===== config.mk =====
export PLATFORM = sky130hd
export DESIGN_NAME = timer_top
export DESIGN_NICKNAME = d
export VERILOG_FILES = /design/src/rtl/timer_pkg.sv /design/src/rtl/timer_core.sv /design/src/rtl/timer_top.sv
export SDC_FILE = /design/constraint.sdc
export NUM_CORES = 1
export LEC_CHECK = 0
export ABC_AREA = 1
export BUFFER_PORTS_ARGS = -buffer_cell sky130_fd_sc_hd__clkbuf_2
export CAP_MARGIN = 20
export CORE_ASPECT_RATIO = 0.8
export CORE_MARGIN = 1
export CORE_UTILIZATION = 61
export CTS_BUF_LIST = sky130_fd_sc_hd__clkbuf_4
export DETAILED_ROUTE_END_ITERATION = 8
export PLACE_DENSITY = 0.83
export SLEW_MARGIN = 20
export SYNTH_ARGS = -nofsm -noshare
export SYNTH_HDL_FRONTEND = slang
export SYNTH_HIERARCHICAL = 1
export SYNTH_SLANG_ARGS = --single-unit

===== constraint.sdc =====
create_clock -name clk -period 2.1 [get_ports clk]
set_clock_uncertainty 0.15 [all_clocks]
set_input_delay 0.42 -clock clk [delete_from_list [all_inputs] [get_ports clk]]
set_output_delay 0.42 -clock clk [all_outputs]
set_load 0.05 [all_outputs]

===== src/rtl/timer_pkg.sv =====
// rtl/timer_pkg.sv - shared register map, CTRL bit positions and FSM encoding for the timer
package timer_pkg;

    localparam logic [1:0] ADDR_CTRL   = 2'd0;
    localparam logic [1:0] ADDR_LOAD   = 2'd1;
    localparam logic [1:0] ADDR_COUNT  = 2'd2;
    localparam logic [1:0] ADDR_STATUS = 2'd3;

    localparam int CTRL_EN      = 0;
    localparam int CTRL_AUTO    = 1;
    localparam int CTRL_IE      = 2;
    localparam int CTRL_PSC_LSB = 8;

    typedef enum logic {
        ST_IDLE = 1'b0,
        ST_RUN  = 1'b1
    } state_t;

endpackage


===== src/rtl/timer_core.sv =====
// rtl/timer_core.sv - prescaler, down-counter and run/idle FSM of the timer
// A tick in RUN decrements COUNT; a tick at COUNT==0 is an expiry.
module timer_core import timer_pkg::*; #(
    parameter int PRESCALE_W = 8
) (
    input  logic                  clk,
    input  logic                  rst_n,
    input  logic                  i_en,
    input  logic                  i_auto,
    input  logic [PRESCALE_W-1:0] i_psc,
    input  logic                  i_presc_clr,
    input  logic                  i_load_wr,
    input  logic [31:0]           i_load_wd,
    input  logic [31:0]           i_load,
    output logic [31:0]           o_count,
    output logic                  o_expire
);

    state_t                r_state;
    state_t                w_state_next;
    logic [PRESCALE_W-1:0] r_presc;
    logic [31:0]           r_count;
    logic                  w_tick;

    assign w_tick   = (r_state == ST_RUN) && i_en && (r_presc == i_psc);
    assign o_expire = w_tick && (r_count == 32'd0);
    assign o_count  = r_count;

    always_comb begin
        w_state_next = r_state;
        case (r_state)
            ST_IDLE: if (i_en) w_state_next = ST_RUN;
            ST_RUN:  if (!i_en || (o_expire && !i_auto)) w_state_next = ST_IDLE;
        endcase
    end

    always_ff @(posedge clk or negedge rst_n) begin
        if (!rst_n) begin
            r_state <= ST_IDLE;
        end else begin
            r_state <= w_state_next;
        end
    end

    always_ff @(posedge clk or negedge rst_n) begin
        if (!rst_n) begin
            r_presc <= '0;
        end else if (i_presc_clr || !i_en || (r_state != ST_RUN) || w_tick) begin
            r_presc <= '0;
        end else begin
            r_presc <= r_presc + 1'b1;
        end
    end

    // A LOAD write overrides both reload and decrement; COUNT never goes below zero.
    always_ff @(posedge clk or negedge rst_n) begin
        if (!rst_n) begin
            r_count <= 32'd0;
        end else if (i_load_wr) begin
            r_count <= i_load_wd;
        end else if (w_tick) begin
            if (r_count != 32'd0) begin
                r_count <= r_count - 32'd1;
            end else if (i_auto) begin
                r_count <= i_load;
            end
        end
    end

endmodule


===== src/rtl/timer_top.sv =====
// rtl/timer_top.sv - timer register file, read mux and interrupt around timer_core
// STATUS is write-one-to-clear; a coincident expiry wins over the clear.
module timer_top import timer_pkg::*; #(
    parameter int PRESCALE_W = 8
) (
    input  logic        clk,
    input  logic        Rst,
    input  logic [1:0]  A,
    input  logic        WE,
    input  logic [31:0] WD,
    output logic [31:0] RD,
    output logic        irq
);

    logic                  r_en;
    logic                  r_auto;
    logic                  r_ie;
    logic [PRESCALE_W-1:0] r_psc;
    logic [31:0]           r_load;
    logic                  r_exp;
    logic                  r_irq;

    logic                  w_ctrl_wr;
    logic                  w_load_wr;
    logic                  w_status_wr;
    logic                  w_presc_clr;
    logic                  w_expire;
    logic [31:0]           w_count;

    assign w_ctrl_wr   = WE && (A == ADDR_CTRL);
    assign w_load_wr   = WE && (A == ADDR_LOAD);
    assign w_status_wr = WE && (A == ADDR_STATUS);
    assign w_presc_clr = w_load_wr || (w_ctrl_wr && WD[CTRL_EN] && !r_en);

    timer_core #(.PRESCALE_W(PRESCALE_W)) u_core (
        .clk         (clk),
        .rst_n       (Rst),
        .i_en        (r_en),
        .i_auto      (r_auto),
        .i_psc       (r_psc),
        .i_presc_clr (w_presc_clr),
        .i_load_wr   (w_load_wr),
        .i_load_wd   (WD),
        .i_load      (r_load),
        .o_count     (w_count),
        .o_expire    (w_expire)
    );

    // A software CTRL write takes precedence over the one-shot self-disable.
    always_ff @(posedge clk or negedge Rst) begin
        if (!Rst) begin
            r_en   <= 1'b0;
            r_auto <= 1'b0;
            r_ie   <= 1'b0;
            r_psc  <= '0;
        end else if (w_ctrl_wr) begin
            r_en   <= WD[CTRL_EN];
            r_auto <= WD[CTRL_AUTO];
            r_ie   <= WD[CTRL_IE];
            r_psc  <= WD[CTRL_PSC_LSB +: PRESCALE_W];
        end else if (w_expire && !r_auto) begin
            r_en   <= 1'b0;
        end
    end

    always_ff @(posedge clk or negedge Rst) begin
        if (!Rst) begin
            r_load <= 32'd0;
            r_exp  <= 1'b0;
            r_irq  <= 1'b0;
        end else begin
            if (w_load_wr) begin
                r_load <= WD;
            end
            if (w_expire) begin
                r_exp <= 1'b1;
            end else if (w_status_wr && WD[0]) begin
                r_exp <= 1'b0;
            end
            r_irq <= r_exp & r_ie;
        end
    end

    assign irq = r_irq;

    always_comb begin
        RD = 32'd0;
        case (A)
            ADDR_CTRL: begin
                RD[CTRL_EN]                     = r_en;
                RD[CTRL_AUTO]                   = r_auto;
                RD[CTRL_IE]                     = r_ie;
                RD[CTRL_PSC_LSB +: PRESCALE_W]  = r_psc;
            end
            ADDR_LOAD:   RD = r_load;
            ADDR_COUNT:  RD = w_count;
            ADDR_STATUS: RD[0] = r_exp;
            default:     RD = 32'd0;
        endcase
    end

endmodule


==> results.yml <==
power:
  p_sw_uw: 2570
  power.density_nw_per_um2: 768
  swShare: 0.431
  p_seq_frac: 0.389
  pwr-share-clk: 0.158
  p_int_uw: 3390
  p_leak_uw: 0.00395
  power_frac_comb: 0.453
  power.total_uw: 5960
  ir_drop_uv: 661
global_route:
  grt_pass1_vias: 6080
  grt_pass1_wl_um: 29200
  grt_max_degree: 39
  antenna_found_initial: 0
  grt_overflow: 0
  grt_usage: 0.353
detailed_routing:
  wire_per_inst_um: 15.3
  wirelength_um: 18300
  viasPerCell: 5.63
  drc: 0
  firstDrtPassIters: 7
  ant_nets: 0
  vias: 6753
  drtIter0Drc: 661
hold_path:
  min_from: "WD[25]"
  hold_class: "in -> reg"
floorplanning:
  die_h_um: 91.6
  pin_count: 70
  dieArea_um2: 10400
  core_area_um2: 9690
  start_util: 0.632
  rows: 32
  die_x_um: 114
sta:
  hold_viol_final: 0
  setup_ws_ns: -0.00568
  relSlewSlack: 0.743
  tightest_slew_ns: 0.384
  rsz0062_at_grt: "yes"
  fin_crit_ns: 2.11
  tns_ns: -0.00568
  fmax_ghz: 0.475
  slew_viol_final: 0
  finalCritPeriodShare: 1.00
  finalSetupViolCount: 1
final_layout:
  drive_above_1_share: 0.212
  nets: 1104
  area_growth_pct: 26.7
  fin_area_um2: 7760
  antenna_cells: 0
synth:
  syn_area_per_cell_um2: 6.39
  synthXorXnorAreaFrac: 0.0157
  synth_top_cell_area_share: 0.351
  synth-seq-cells: 86
  synthTopCellsByCount: "389 x nand2_1, 111 x nand3_1, 105 x inv_1"
  synth_ff_type: "dfrtp_1"
  synth.area.top_cells: "dfrtp_1 35%, nand2_1 24%, nand3_1 9.1%"
  synth_most_common_cell: "nand2_1"
  yosysSeqAreaShare: 0.351
  yosys.area_share.simple: 0.451
  synth_top_family_by_area: "simple AND/OR/NAND/NOR gates"
  syn-cell-area_um2: 6120
  synth_compound_area_frac: 0.0568
  synth_edf_count: 0
  synth_fa_ha_area_frac: 0.0163
  syn_inst: 959
  yosysUniqueCellTypes: 35
  ys_warn_count: 6
  syn_nets: 1004
  synthArstFlopShare: 1.00
  synth.area.mux_share: 0
  yosys.area.top_type: "dfrtp_1"
clocking:
  clk_latency_ns: 0.46
  clk_pin_slew_ns: 0.14
  h-tree-depth: 3
  numCtsBuffers: 9
  cts_buffer_depth: 2
  cts_tree: "done"
  clockRootBuffer: "clkbuf_4"
  clock_sinks: 86
setup_path:
  start_kind: "primary input"
  regToRegStartpoint: "u_core/o_count[0]$_DFFE_PN0P_"
  critPathMaxFanout: 21
  crit_arrival_ns: 1.54
  slowest_stage: "ha_1"
  crit_chain: "buf_2 > inv_2 > ha_1 > inv_2 > buf_12 > a21oi_2 > buf_12"
  endpoint_kind: "output pin"
  startpoint: "A[0]"
  max_stage_delay_ns: 0.30
  critPathBufInv: 5
  crit_family: "buffers and inverters"
  cp.required_ns: 1.53
  worstSetupPathType: "in -> out"
placement:
  pre_cts_ws_ns: -0.0889
  place_hpwl_um: 12900
  placed_area_um2: 7270
  gp_congestion: 0.960
  io_buffers: 69
flow_run:
  drv_cap: 0
status:
  violations: "setup timing"
  status: "complete, but fails checks"
area by class of cell:
cell class	instances	area, um^2
Multi-Input combinational cell	725	3530
Sequential cell	86	2150
Fill cell	727	1930
Timing Repair Buffer	127	1370
Inverter	110	415
Tap cell	136	170
Clock buffer	10	75.1
Clock inverter	5	51.3
what timing repair did:
| item | in CTS | in global routing |
|---|---|---|
| hold endpoints to repair | 24 | 0 |
| pin swaps | 0 | 5 |
| buffers inserted | 0 | 3 |
| gates resized for setup | 21 | 53 |
| hold buffers | 1 | 0 |
| endpoints found under the setup margin | 26 | 64 |
| cloned | 0 | 3 |
layout by cell type, fill, tap and decap left out, drive strengths merged, types with 2 or more instances in the layout:
master / count
nand3: 121
nand2: 394
nor2: 93
a21oi: 33
xnor2: 2
nor3: 5
inv: 109
xor2: 9
nand4: 4
o21ai: 32
dfrtp: 86
or2: 12
clkinv: 4
ha: 8
buf: 87
nand3b: 6
clkbuf: 49
nor3b: 2
final timing paths:
kind / endpoint / slack [ns] / depth (start not counted)
setup / recovery: RD[17] / -0.006 / 7
hold / removal: r_load[25]$_DFFE_PN0P_ / 0.006 / 3
setup reg to reg: u_core/o_count[31]$_DFFE_PN0P_ / 0.02 / 10
hold reg to reg: u_core/r_presc[0]$_DFF_PN0_ / 0.36 / 1
max in group asynchronous: r_ie$_DFFE_PN0P_ / 1.00 / 3
min in group asynchronous: r_load[20]$_DFFE_PN0P_ / 0.25 / 2
per-stage QoR:
| step | hold WS [ns] | instances | utilization |
|---|---|---|---|
| after floorplan | -0.0256 | 959 | - |
| after global placement | 0.208 | 1177 | 0.750 |
| after detailed placement | 0.207 | 1177 | 0.750 |
| after CTS | 0.00117 | 1193 | 0.772 |
| after global routing | -0.000252 | 1199 | 0.801 |
| final | 0.00609 | 1199 | 0.801 |
logic make-up (layout without fill, tap and decap cells):
family          after synthesis  count (layout)
compound gates               68              68
xor+xnor                     11              11
fa+ha+maj                     8               8
buf+inv                     148             252
flops                        86              86
simple gates                638             638
worst min-delay path: stages:
cell and delay, ns:
clkbuf_2 0.09, nand2_1 0.05, nand2_1 0.04
registers in the layout, summed over array words and instances, names as in the netlist:
register	count
u_core/o_count	32
r_ie	1
r_auto	1
r_exp	1
r_en	1
irq	1
r_load	32
u_core/r_state	1
u_core/r_presc	8
r_psc	8
routing by layer:
| layer | vias to the layer above | GRT usage | routed length [um] |
|---|---|---|---|
| li1 | 3179 | - | - |
| met1 | 3183 | 0.507 | 7840 |
| met2 | 355 | 0.548 | 8380 |
| met3 | 36 | 0.0568 | 1680 |
| met4 | 0 | 0.103 | 417 |
| met5 | - | 0 | 0 |
power by group through the flow:
stage | logic (uW) | clock network (uW) | registers (uW)
after floorplan | 1580 | 0 | 2280
after global placement | 2400 | 0 | 2330
after detailed placement | 2460 | 0 | 2330
after CTS | 2510 | 945 | 2300
after global routing | 2960 | 1020 | 2350
final | 2700 | 942 | 2320
(Power assumes the default switching activity.)
